**config.mk**
```make
export PLATFORM = sky130hd
export DESIGN_NAME = code_set_detector
export DESIGN_NICKNAME = d
export VERILOG_FILES = /design/src/rtl/code_set_detector.sv
export SDC_FILE = /design/constraint.sdc
export NUM_CORES = 1
export LEC_CHECK = 0
export ABC_AREA = 1
export CORE_UTILIZATION = 60
export CTS_CLUSTER_SIZE = 20
export DETAILED_ROUTE_END_ITERATION = 10
export PLACE_DENSITY = 0.81
export SLEW_MARGIN = 20
export SYNTH_ARGS = -nofsm -noshare
export SYNTH_HDL_FRONTEND = slang
export SYNTH_SLANG_ARGS = --single-unit
```
**constraint.sdc**
```tcl
create_clock -name clk -period 3 [get_ports clk]
set_input_delay 0.3 -clock clk [delete_from_list [all_inputs] [get_ports clk]]
set_output_delay 0.3 -clock clk [all_outputs]
set_load 0.05 [all_outputs]
```
**src/rtl/code_set_detector.sv**
```systemverilog
// Debounced switch-code membership detector: 2-flop sync, stability filter,
// writable membership mask, follow/sticky LED, hit pulse and saturating hit counter.
module code_set_detector #(
   parameter int W                     = 4,
   parameter int STABLE_CYCLES         = 4,
   parameter int CNT_W                 = 8,
   parameter logic [(2**W)-1:0] MASK_INIT = 16'hD750
) (
   input  logic             clk,
   input  logic             rst,
   input  logic [W-1:0]     code_in,
   input  logic             mask_we,
   input  logic [W-1:0]     mask_addr,
   input  logic             mask_data,
   input  logic             sticky,
   input  logic             clr,
   output logic             led,
   output logic             hit_pulse,
   output logic [CNT_W-1:0] hit_count,
   output logic             stable
);

   // state    | meaning
   // S_IDLE     | no code accepted since reset
   // S_SETTLING | input changed after a lock; counting equal samples again
   // S_LOCKED   | accepted code held in code_q; waiting for an input change
   typedef enum logic [1:0] {
      S_IDLE,
      S_SETTLING,
      S_LOCKED
   } state_t;

   localparam int CW = $clog2(STABLE_CYCLES + 1);

   state_t          state, state_n;
   logic [W-1:0]    sync1, sync;
   logic            primed;
   logic [CW-1:0]   cnt, cnt_n;
   logic [W-1:0]    code_q;
   logic            valid;
   logic            accept;
   logic            same;

   logic [(2**W)-1:0] mask;
   logic            member;
   logic            mreg;
   logic            hit;
   logic            led_n;

   // sync1 is the newest sample; comparing it against sync gives the change flag
   // one edge earlier than comparing sync against a further delayed copy.
   assign same = (sync1 == sync);

   always_ff @(posedge clk or posedge rst) begin
      if (rst) begin
         sync1  <= '0;
         sync   <= '0;
         primed <= 1'b0;
         state  <= S_IDLE;
         cnt    <= '0;
         code_q <= '0;
         valid  <= 1'b0;
      end else begin
         sync1  <= code_in;
         sync   <= sync1;
         primed <= 1'b1;
         state  <= state_n;
         cnt    <= cnt_n;
         if (accept) begin
            code_q <= sync;
            valid  <= 1'b1;
         end
      end
   end

   always_comb begin
      state_n = state;
      cnt_n   = cnt;
      accept  = 1'b0;
      case (state)
         S_IDLE, S_SETTLING: begin
            // sync1 holds reset value until the first edge; do not count it
            if (!primed) begin
               cnt_n = '0;
            end else begin
               cnt_n = same ? (cnt + CW'(1)) : CW'(1);
               if (cnt_n >= CW'(STABLE_CYCLES)) begin
                  accept  = 1'b1;
                  state_n = S_LOCKED;
               end
            end
         end
         S_LOCKED: begin
            if (!same) begin
               state_n = S_SETTLING;
               cnt_n   = CW'(1);
            end
         end
         default: begin
            state_n = S_IDLE;
            cnt_n   = '0;
         end
      endcase
   end

   assign stable = (state == S_LOCKED);

   assign member = valid & mask[code_q];
   assign hit    = member & ~mreg;

   always_comb begin
      led_n = led;
      if (!sticky) begin
         led_n = member;
      end else if (member) begin
         led_n = 1'b1;
      end else if (clr) begin
         led_n = 1'b0;
      end
   end

   always_ff @(posedge clk or posedge rst) begin
      if (rst) begin
         mask      <= MASK_INIT;
         mreg      <= 1'b0;
         led       <= 1'b0;
         hit_pulse <= 1'b0;
         hit_count <= '0;
      end else begin
         if (mask_we) begin
            mask[mask_addr] <= mask_data;
         end
         mreg      <= member;
         led       <= led_n;
         hit_pulse <= hit;
         if (clr) begin
            hit_count <= '0;
         end else if (hit && (hit_count != {CNT_W{1'b1}})) begin
            hit_count <= hit_count + CNT_W'(1);
         end
      end
   end

endmodule
```
==> results of run 1 <==
## worst max-delay path: cells and delay by family, from the launching register on
kind / cells / cell delay (ns)
buffers and inverters: 2 / 0.92
AND/OR/NAND/NOR: 1 / 0.20
flip-flops: 1 / 0.34
## flip-flops by register name, summed over array words and instances (netlist names)
name and flops:
cnt 3, code_q 4, hit_count 8, hit_pulse 1
led 1, mask 16, mreg 1, primed 1
state 2, sync 4, sync1 4, valid 1
## how the worst max path moves through the flow
stage                     cells past startpoint           end  slack [ns]
after global routing                          3        stable        0.83
after CTS                                     3        stable        0.92
final                                         3        stable        0.94
after global placement                        7      mask[14]        1.17
after floorplan                              10  hit_count[0]        1.07
after detailed placement                      7      mask[14]        1.15
## logic make-up (layout without fill, tap and decap cells)
kind of cell / Yosys count / after routing / share of synthesized area
AO/OA/AOI/OAI: 31 / 31 / 0.0734
XOR/XNOR: 4 / 4 / 0.0158
adder cells (fa/ha/maj): 2 / 2 / 0.0113
buffers and inverters: 45 / 74 / 0.0824
flip-flops: 46 / 46 / 0.524
other: 1 / 1 / 0.00169
AND/OR/NAND/NOR: 142 / 142 / 0.291
## synth_stat cells (2+ instances only)
cell | instances | share of area
a21oi_1 | 7 | 0.016
a31oi_1 | 2 | 0.0056
dfrtp_1 | 38 | 0.43
dfstp_2 | 8 | 0.095
ha_1 | 2 | 0.011
inv_1 | 40 | 0.068
nand2_1 | 64 | 0.11
nand2_2 | 3 | 0.0085
nand3_1 | 30 | 0.068
nor2_1 | 27 | 0.046
nor3_1 | 8 | 0.018
o21a_1 | 2 | 0.0068
o21ai_0 | 19 | 0.043
xor2_1 | 4 | 0.016
## layer usage
layer  vias up  global-route usage  share of wire
met1       829               0.308           0.46
met4         0               0.131          0.022
met5         -                   0              0
met3         7              0.0493          0.040
li1        906                   -              -
met2        40               0.418           0.48
## power by group through the flow
| stage | registers (mW) | logic, mW | clock network (mW) |
|---|---|---|---|
| floorplan | 0.752 | 0.120 | 0 |
| global placement | 0.742 | 0.191 | 0 |
| detailed placement | 0.745 | 0.198 | 0 |
| CTS | 0.733 | 0.199 | 0.464 |
| global route | 0.740 | 0.227 | 0.482 |
| finish | 0.733 | 0.197 | 0.450 |
## layout make-up
cell class / count / area share
Inverter: 41 / 0.0596
Timing Repair Buffer: 25 / 0.0951
Clock buffer: 6 / 0.0279
Tap cell: 46 / 0.0221
Sequential cell: 46 / 0.446
Clock inverter: 2 / 0.0144
Multi-Input combinational cell: 180 / 0.335
==> results.json, run 1 <==
{
  "worstMarginPinSlew_ns": 0.932,
  "gp_congestion": 0.864,
  "mostFrequentLayoutCells": "nand2_1 (64), inv_1 (39), dfrtp_1 (38), nand3_1 (30), nor2_1 (27)",
  "synth_cell_type_count": 31,
  "mappedNetlistNets": 287,
  "rsz0062_at_grt": "no",
  "num_rows": 21,
  "start_util": 0.644,
  "dp_hpwl_mm": 3.14,
  "outcome": "finished, final reports clean",
  "setup_viol": 0,
  "cts_max_level": 2,
  "pre_cts_ws_ns": 1.15,
  "ys_seq_area_frac": 0.524,
  "gr-total-overflow": 0,
  "regArea_um2": 1160,
  "layout.cells.most_common": "nand2_1",
  "coreArea_um2": 3440,
  "pwr-share-clk": 0.326,
  "postCtsSetupRepairBufs": 0,
  "area.growth.synth_to_final_pct": 17.5,
  "period_share": 0.688,
  "grt_usage": 0.251,
  "holdWs_ns": 0.396,
  "worstReg2RegStart": "hit_count[0]",
  "crit_arrival_ns": 1.76,
  "via_per_inst": 5.15,
  "maxCapViolCount": 0,
  "drive_above_1_share": 0.0833,
  "endpoint_kind": "primary output",
  "finClkSkew_ns": 0.00401,
  "cts-root-buf": "clkbuf_8",
  "drtAntennaViolNets": 0,
  "placed_cells": 338,
  "r2r-end": "hit_count[6]",
  "min_path_type": "input port to async pin",
  "synth-seq-cells": 46,
  "syn_avg_cell_area_um2": 8.18,
  "r2r_setup_slack_ns": 1.24,
  "stdcell_area_um2": 2600,
  "dpl_cell_area_um2": 2490,
  "grt_pass1_vias": 1720,
  "setup_tns_ns": 0,
  "fmax_mhz": 485,
  "drt_first_pass_iters": 4,
  "antenna_found_initial": 0,
  "cts_buffer_depth": 2,
  "cts_tree": "built",
  "fin_crit_ns": 2.06,
  "cp-startpoint": "state[1]",
  "timing.final.hold_violations": 0,
  "nNetsFinal": 315,
  "post-route-util": 0.756,
  "synthCells": 271,
  "yosys_warnings": 0,
  "final_cells": 346,
  "clock-sinks": 46,
  "power_switching_mw": 0.358,
  "diodes": 0,
  "p_sw_frac": 0.259,
  "worst_path_max_delay_cell": "clkdlybuf4s50_1",
  "die-area_um2": 3940,
  "io_buffers": 24,
  "fillers": 263,
  "slew_headroom": 0.375,
  "routed_wl_mm": 4.28,
  "crit_fanout": 4,
  "cellPowerDensity_nw_per_um2": 530,
  "grt_pass1_wl_mm": 7.51,
  "numCtsBuffers": 5,
  "reg2reg_depth": 10,
  "wire_per_inst_um": 12.4,
  "crit_type": "flop to primary output",
  "ir_drop_v": 0.000326,
  "drc": 0,
  "p_leak_nw": 1.23,
  "ys_async_sr_fraction": 1.00,
  "die_h_um": 62.8,
  "p_comb_frac": 0.143,
  "cp.required_ns": 2.70,
  "worst_slack_ns": 0.937,
  "multi_input_area_um2": 872,
  "clock_latency_ns": 0.29,
  "hold_buffers": 0,
  "p_total_mw": 1.38,
  "synth_edf_count": 0,
  "die_w_um": 62.8,
  "pin_count": 25,
  "start_kind": "flop",
  "grt_max_degree": 28,
  "vias": 1782,
  "internal_power_mw": 1.02,
  "cts_resized": 0,
  "clk_pin_slew_ns": 0.08,
  "ys.flop_type": "dfrtp_1",
  "cpPeakStageDelay_ns": 0.84,
  "power_frac_seq": 0.531,
  "drt_iter0_drc": 77,
  "slew_violations": 0,
  "worstPathCellList": "inv_1 > nor2_1 > clkdlybuf4s50_1",
  "syn_area_um2": 2220
}
Power figures use the tool's default switching activity.
==> inputs of run 2 (changes only) <==
CORE_UTILIZATION = 50   (was 60)
PLACE_DENSITY = 0.72   (was 0.81)
clock period = 1.65 ns   (was 3 ns; I/O delays follow)
==> run 2 against run 1 <==
  * Power grew 87%
  * Clock-buffer cell count grew 1
  * Utilization shrank 9.0 points
  * Register-to-register slack lost 1.2 ns
  * Combinational power grew 100%
  * Non-clock buffer count grew 10
  * Worst hold slack lost 0.23 ns
==> results.json, run 2 (synthesized netlist as in run 1, its figures left out) <==
{
  "outcome": "finished, final reports clean",
  "diodes": 0,
  "numCtsBuffers": 5,
  "wire_per_inst_um": 11.9,
  "fmax_mhz": 623,
  "gp_congestion": 0.881,
  "drc": 0,
  "finClkSkew_ns": 0.00862,
  "cp-startpoint": "code_q[0]",
  "pwr-share-clk": 0.331,
  "cts_tree": "built",
  "setup_viol": 0,
  "grt_usage": 0.212,
  "period_share": 0.973,
  "start_kind": "flop",
  "regMostFlops": "mask",
  "fin_crit_ns": 1.61,
  "power_frac_seq": 0.515,
  "timing.final.hold_violations": 0,
  "p_total_mw": 2.58,
  "io_buffers": 24,
  "p_sw_frac": 0.255,
  "antenna_found_initial": 0,
  "layout.cells.most_common": "nand2_1",
  "grt_pass1_vias": 1679,
  "drt_first_pass_iters": 4,
  "largest_reg_flops": 16,
  "via_per_inst": 5.07,
  "clock_latency_ns": 0.29,
  "p_leak_nw": 1.35,
  "rsz0062_at_grt": "yes",
  "area.growth.synth_to_final_pct": 23.8,
  "nNetsFinal": 326,
  "die-area_um2": 4700,
  "worst_path_max_delay_cell": "dfrtp_2",
  "drtAntennaViolNets": 0,
  "power_switching_mw": 0.657,
  "crit_fanout": 7,
  "gr-total-overflow": 0,
  "dp_hpwl_mm": 3.21,
  "coreArea_um2": 4120,
  "internal_power_mw": 1.92,
  "num_rows": 23,
  "hold_buffers": 0,
  "cts-root-buf": "clkbuf_8",
  "reg_top3": "mask (16), hit_count (8)",
  "worstMarginPinSlew_ns": 0.580,
  "cellPowerDensity_nw_per_um2": 940,
  "vias": 1831,
  "clock-sinks": 46,
  "drt_iter0_drc": 156,
  "crit_type": "flop to flop",
  "worstPathCellList": "buf_4 > nand2_1 > nand3_1 > nand3_1 > nand3_1 > nand2_2 > nand4_4 > buf_4 > nand3_1 > nand2_1",
  "drive_above_1_share": 0.180,
  "post-route-util": 0.667,
  "slew_violations": 0,
  "clk_pin_slew_ns": 0.08,
  "cts_buffer_depth": 2,
  "pin_count": 25,
  "grt_max_degree": 22,
  "maxCapViolCount": 0,
  "worstReg2RegStart": "code_q[0]",
  "grt_pass1_wl_mm": 7.23,
  "routed_wl_mm": 4.30,
  "crit_arrival_ns": 1.80,
  "slew_headroom": 0.611,
  "cp.required_ns": 1.84,
  "min_path_type": "input port to async pin",
  "ir_drop_v": 0.000590,
  "p_comb_frac": 0.154,
  "die_h_um": 68.6,
  "crit_path_frequent_cell": "nand3_1",
  "endpoint_kind": "flop",
  "die_w_um": 68.6,
  "cts_max_level": 2,
  "start_util": 0.538,
  "mostFrequentLayoutCells": "nand2_1 (62), inv_1 (38), dfrtp_1 (33), nand3_1 (30), nor2_1 (27)",
  "cpPeakStageDelay_ns": 0.45
}
==> run 2: cell types whose count changed in the layout (fill, tap and decap cells not counted), moves of 2 or more <==
cell,delta
buf_4,+18
clkdlybuf4s50_1,-10
buf_12,+2
nand2_1,-2
dfrtp_2,+5
dfrtp_1,-5
==> run 2: final timing paths <==
kind	end	slack, ns	cells after the start
max in group asynchronous	mask[9]	0.95	3
worst max register to register	hit_count[2]	0.04	10
min in group clk	sync1[2]	0.30	1
worst max-delay path	hit_count[2]	0.04	10
worst min register to register	sync[1]	0.39	0
worst min-delay path	cnt[1]	0.16	2
==> run 2: cell type report <==
class / instances / area (um^2)
Clock inverter: 1 / 30.0
Fill cell: 346 / 1370
Timing Repair Buffer: 35 / 323
Clock buffer: 7 / 86.3
Multi-Input combinational cell: 181 / 920
Inverter: 41 / 155
Sequential cell: 46 / 1170
Tap cell: 50 / 62.6
==> run 2: stage by stage <==
step | area (um^2) | hold WS [ns] | std cells | worst slack [ns] | TNS (ns)
5_1_grt | 2740 | 0.205 | 361 | -0.0446 | -0.249
3_5_place_dp | 2570 | 0.384 | 349 | 0.0122 | 0
6_report | 2740 | 0.161 | 361 | 0.0440 | 0
4_1_cts | 2690 | 0.172 | 357 | 0.0404 | 0
2_1_floorplan | 2230 | 0.196 | 271 | -0.0447 | -0.353
3_3_place_gp | 2570 | 0.375 | 349 | 0.0775 | 0
==> run 2: power by group through the flow <==
stage,Sequential [mW],Combinational (mW),Clock [mW]
after floorplan,1.37,0.221,0
after global placement,1.34,0.388,0
after detailed placement,1.35,0.390,0
after CTS,1.33,0.392,0.877
after global routing,1.35,0.453,0.933
final,1.33,0.398,0.852
==> run 2: per-layer routing <==
layer | vias up | global-route usage | share of wire
li1 | 942 | - | -
met1 | 849 | 0.281 | 0.48
met2 | 35 | 0.338 | 0.46
met3 | 5 | 0.0559 | 0.041
met4 | 0 | 0.0651 | 0.012
met5 | - | 0 | 0
==> run 2: worst max-delay path: cells and delay by family, from the launching register on <==
| family | cells | cell delay [ns] |
|---|---|---|
| AND/OR/NAND/NOR | 8 | 0.72 |
| flip-flops | 1 | 0.45 |
| buffers and inverters | 2 | 0.34 |
==> run 2: repair_timing <==
item	4_1_cts	5_1_grt
pin swaps	0	4
gates resized for setup	1	9
setup buffers	0	3
endpoints found under the setup margin	2	13
gates cloned	0	1
